$ cat src/rtl/fixed_accumulator.sv
// Block accumulator for sign-magnitude fixed-point samples: sums len_i samples
// into a two's complement register, then holds the result until the consumer takes it.
module fixed_accumulator #(
    parameter int FRAC_W = 19,
    parameter int ACC_W  = 32,
    parameter int CNT_W  = 10
) (
    input  logic              clk,
    input  logic              rst,
    input  logic              start_i,
    input  logic [CNT_W-1:0]  len_i,
    input  logic              valid_i,
    input  logic              sign_i,
    input  logic              integer_i,
    input  logic [FRAC_W-1:0] fractional_i,
    output logic              busy_o,
    output logic [ACC_W-1:0]  sum_o,
    output logic              sum_valid_o,
    input  logic              sum_ready_i,
    output logic              ovf_o
);

    typedef enum logic [1:0] {IDLE, ACCUM, DONE} state_t;

    state_t             state_q, state_d;
    logic [CNT_W-1:0]   cnt_q, cnt_d, len_q, len_d, cnt_inc;
    logic [ACC_W-1:0]   acc_d, mag, operand, total;
    logic               ovf_d, ovf_add;

    // Negating a zero magnitude gives zero, so negative zero needs no special case.
    assign mag      = {{(ACC_W-FRAC_W-1){1'b0}}, integer_i, fractional_i};
    assign operand  = sign_i ? (~mag + {{(ACC_W-1){1'b0}}, 1'b1}) : mag;
    assign total    = sum_o + operand;
    assign ovf_add  = (sum_o[ACC_W-1] == operand[ACC_W-1]) &&
                      (total[ACC_W-1] != sum_o[ACC_W-1]);
    assign cnt_inc  = cnt_q + CNT_W'(1);

    always_ff @(posedge clk or negedge rst) begin
        if (!rst) state_q <= IDLE;
        else      state_q <= state_d;
    end

    always_comb begin
        state_d = state_q;
        acc_d   = sum_o;
        cnt_d   = cnt_q;
        len_d   = len_q;
        ovf_d   = ovf_o;
        case (state_q)
            IDLE: begin
                if (start_i) begin
                    acc_d = '0;
                    cnt_d = '0;
                    ovf_d = 1'b0;
                    if (len_i != '0) begin
                        len_d   = len_i;
                        state_d = ACCUM;
                    end else begin
                        state_d = DONE;
                    end
                end
            end
            ACCUM: begin
                if (valid_i) begin
                    acc_d = total;
                    cnt_d = cnt_inc;
                    if (ovf_add) ovf_d = 1'b1;
                    if (cnt_inc == len_q) state_d = DONE;
                end
            end
            DONE: begin
                if (sum_ready_i) state_d = IDLE;
            end
            default: state_d = IDLE;
        endcase
    end

    // Status outputs are registered from the next state so they line up with sum_o.
    always_ff @(posedge clk or negedge rst) begin
        if (!rst) begin
            sum_o       <= '0;
            cnt_q       <= '0;
            len_q       <= '0;
            ovf_o       <= 1'b0;
            busy_o      <= 1'b0;
            sum_valid_o <= 1'b0;
        end else begin
            sum_o       <= acc_d;
            cnt_q       <= cnt_d;
            len_q       <= len_d;
            ovf_o       <= ovf_d;
            busy_o      <= (state_d != IDLE);
            sum_valid_o <= (state_d == DONE);
        end
    end

endmodule

$ cat config.mk
export PLATFORM = sky130hd
export DESIGN_NAME = fixed_accumulator
export DESIGN_NICKNAME = d
export VERILOG_FILES = /design/src/rtl/fixed_accumulator.sv
export SDC_FILE = /design/constraint.sdc
export NUM_CORES = 1
export LEC_CHECK = 0
export CAP_MARGIN = 25
export CORE_MARGIN = 8
export CORE_UTILIZATION = 36
export CTS_CLUSTER_DIAMETER = 40
export CTS_CLUSTER_SIZE = 16
export DETAILED_ROUTE_END_ITERATION = 10
export MAX_ROUTING_LAYER = met4
export PLACE_DENSITY = 0.68
export SYNTH_ARGS = -nofsm -noshare
export SYNTH_HDL_FRONTEND = slang
export SYNTH_SLANG_ARGS = --single-unit
$ cat constraint.sdc
create_clock -name clk -period 3.45 [get_ports clk]
set_input_delay 0.69 -clock clk [delete_from_list [all_inputs] [get_ports clk]]
set_output_delay 0.69 -clock clk [all_outputs]
set_load 0.03 [all_outputs]
==> metrics.cfg, run 1 <==
[clocking]
clock-root-buffer = clkbuf_16
postCtsHoldBufs = 0
cts_buffer_depth = 2
clk-insertion-delay-late_ns = 0.34
cts_tree = yes
clkTransAtPathRegs_ns = 0.06
cts_made_buffers = 9
cts.sinks = 57
htreeDepth = 3

[die]
ios = 71
start_util_pct = 36.23
die_x_um = 130.5
num_rows = 42
core_area_sq_mm = 0.01303
die_h_um = 130.5
dieArea_sq_mm = 0.01704

[run]
maxCapViolations = 0

[grt]
grt-ovfl-total = 0
top_usage_layer = met2
grt_pass1_wl_um = 26290
track_usage_pct = 20.34
first_global_vias = 5407
grt_use_met3_pct = 3.896
antenna_found_initial = 0
grt_max_degree = 30
gr-usage-met2_pct = 35.40
globalRouteMet1Util_pct = 22.62

[logic_synthesis]
synth_top_area_cell = dfrtp_1
yosys_warnings = 0
synth_area_leaders = dfrtp_1, ha_1, xnor2_1
yosys.area.top_type_share_pct = 30.21
synth_edf_count = 0
synth_common_cells = nand2_1, o21ai_0, dfrtp_1
synthFlopType = dfrtp_1
synth_area_sq_mm = 0.004722
yosysUniqueCellTypes = 62
synthesis.nets = 638
synthArstFlopShare_pct = 100.0
yosysSeqAreaShare_pct = 30.21
synth.most_common_cell = nand2_1
syn_inst = 568
ys_ff_latch = 57
syn_avg_cell_area_sq_um = 8.313

[worst_setup_path]
cp-start-kind = input pin
critPathMaxFanout = 5
worstSetupPathType = in2reg
timing.rr.end = sum_o[26]$_DFFE_PN0P_
r2r-start = sum_o[0]$_DFFE_PN0P_
end_kind = flop
arrival_ns = 4.03
worstPathRequired_ns = 3.73
r2r_cells = 11
rrSetupSlack_ns = 0.78

[power_and_ir_drop]
p_clk_share_pct = 14.5
p_seq_share_pct = 18.6
max-vdd-ir-drop_v = 0.0003847
internal-power_mw = 3.779
p_switching_mw = 2.971
power_leakage_nw = 3.305
p_per_area_mw_per_mm2 = 899.0
power_frac_comb_pct = 66.9
p_sw_share_pct = 44.01

[route]
avgViaCountPerCell = 5.444
ant_nets = 0
routedWlPerCell_um = 17.25
wirelength_um = 16660
dr.pass1.iters = 5
dr_total_vias = 5259
dr.first_iter.drc_count = 266
drc = 0

[timing]
setup_viol = 12
final.min_clock_period_ns = 3.756
max_slew_margin_pct = 68.07
setup_ws_ns = -0.3056
fmax_ghz = 0.2663
rsz0062_at_grt = yes
tightest_slew_ns = 0.4739
clock_skew_ns = 0.006596
fin_crit_sh_pct = 108.9
hold_violations = 0
slew_violations = 0

[final_layout]
syn_to_final_growth_pct = 59.01
multiInputGateArea_sq_mm = 0.003575
antenna_cells = 0
regArea_sq_mm = 0.001426
fill_cells = 1130
drive_gt1_share_pct = 34.68
final_area_sq_mm = 0.007508
finalNetCount = 856
utilization_pct = 57.61

[outcome]
violations = setup timing
status = finished with violations

[placement]
place_hpwl_um = 12130
place_congestion = 0.8809
post_dp_cell_area_sq_mm = 0.006630
portBuffers = 70

[worst_hold_path]
hp-class = in2async

[worst max-delay path: stages]
cell and delay, ns:
buf_6 0.09, or4_4 0.56, nor3_4 0.17, buf_6 0.13, buf_6 0.10, nand3_4 0.08, o41ai_4 0.29, xnor2_1 0.12
ha_2 0.42, nand2_1 0.08, o21ai_1 0.24, a221o_1 0.22, a21o_1 0.15, a22oi_2 0.11, or4_1 0.48, nand3_1 0.08
[sequential cells by signal, indices dropped and copies added, names as in the netlist]
name / cells
busy_o: 1
len_q: 10
cnt_q: 10
sum_o: 32
state_q: 2
sum_valid_o: 1
ovf_o: 1
[worst max path at each step]
stage                          startpoint               endpoint  cells after the start
after floorplan           fractional_i[8]  sum_o[31]$_DFFE_PN0P_                     13
after global placement    fractional_i[8]  sum_o[31]$_DFFE_PN0P_                     14
after detailed placement  fractional_i[8]  sum_o[31]$_DFFE_PN0P_                     15
after CTS                 fractional_i[7]  sum_o[31]$_DFFE_PN0P_                     14
after global routing      fractional_i[9]  sum_o[31]$_DFFE_PN0P_                     16
final                     fractional_i[9]  sum_o[25]$_DFFE_PN0P_                     16
[power by group through the flow]
stage	logic (mW)	registers (mW)	clock network [mW]
after floorplan	1.94	1.55	0
after global placement	3.88	1.25	0
after detailed placement	3.96	1.26	0
after CTS	4.19	1.25	0.993
after global routing	4.87	1.29	1.03
final	4.52	1.25	0.981
[kinds of logic (layout without fill, tap and decap cells)]
family / after synthesis / in the layout / share of synthesized area (%)
AOI/OAI and AO/OA: 180 / 180 / 24.80
muxes: 13 / 13 / 2.968
adders and majority gates: 34 / 34 / 9.168
buffers and inverters: 40 / 262 / 3.180
xor gates and xnor gates: 53 / 53 / 9.830
DFF: 57 / 57 / 30.21
and+or+nand+nor: 191 / 191 / 19.85
[metal layers]
layer / vias to the layer above / routed length, um
met1: 2539 / 6953
met5: - / 0
met2: 159 / 8541
met3: 34 / 736
met4: 0 / 433
li1: 2527 / -
[stage by stage]
step	setup TNS (ns)	power (mW)	worst slack, ns	cells	hold WS, ns
final	-2.091	6.750	-0.3056	966	0.2687
after global routing	-3.493	7.191	-0.4074	966	0.2929
after CTS	-2.327	6.436	-0.3965	956	0.2814
after detailed placement	-15.70	5.212	-0.9838	924	0.4957
after global placement	-14.46	5.131	-0.9069	924	0.4877
after floorplan	-2.126	3.492	-0.6117	568	0.3944
[layout make-up]
cell class                      instances  share of cell area (%)
Sequential cell                        57                   19.00
Inverter                               18                  0.8999
Tap cell                              176                   2.933
Timing Repair Buffer                  229                   25.33
Clock inverter                          6                   1.233
Clock buffer                            9                   3.000
Multi-Input combinational cell        471                   47.61
[cell usage in the layout, fill, tap and decap left out, drive strengths merged, types with 14 or more instances in the layout]
master / synthesis / final
o21ai: 58 / 58
clkdlybuf4s50: 0 / 56
nand2: 86 / 86
buf: 0 / 165
nor2: 31 / 31
a21oi: 39 / 39
dfrtp: 57 / 57
inv: 18 / 19
nand3: 14 / 14
xnor2: 37 / 37
xor2: 16 / 16
ha: 33 / 33
o21a: 15 / 15
[repair_timing]
action,in CTS,in global routing
gates resized for setup,70,70
buffers inserted,18,12
endpoints found under the hold margin,0,0
setup endpoints to repair,19,20
pin swaps,35,51
cloned,0,0
Power figures use the tool's default switching activity.
==> run 2, diff against run 1 <==
--- a/config.mk
+++ b/config.mk
@@ -9,7 +9,7 @@
 export CORE_MARGIN = 8
 export CORE_UTILIZATION = 36
 export CTS_CLUSTER_DIAMETER = 40
-export CTS_CLUSTER_SIZE = 16
+export CTS_CLUSTER_SIZE = 8
 export DETAILED_ROUTE_END_ITERATION = 10
 export MAX_ROUTING_LAYER = met4
 export PLACE_DENSITY = 0.68
==> results of run 2 <==
Same layout as run 1: the final DEF is identical, and so are final timing and power.
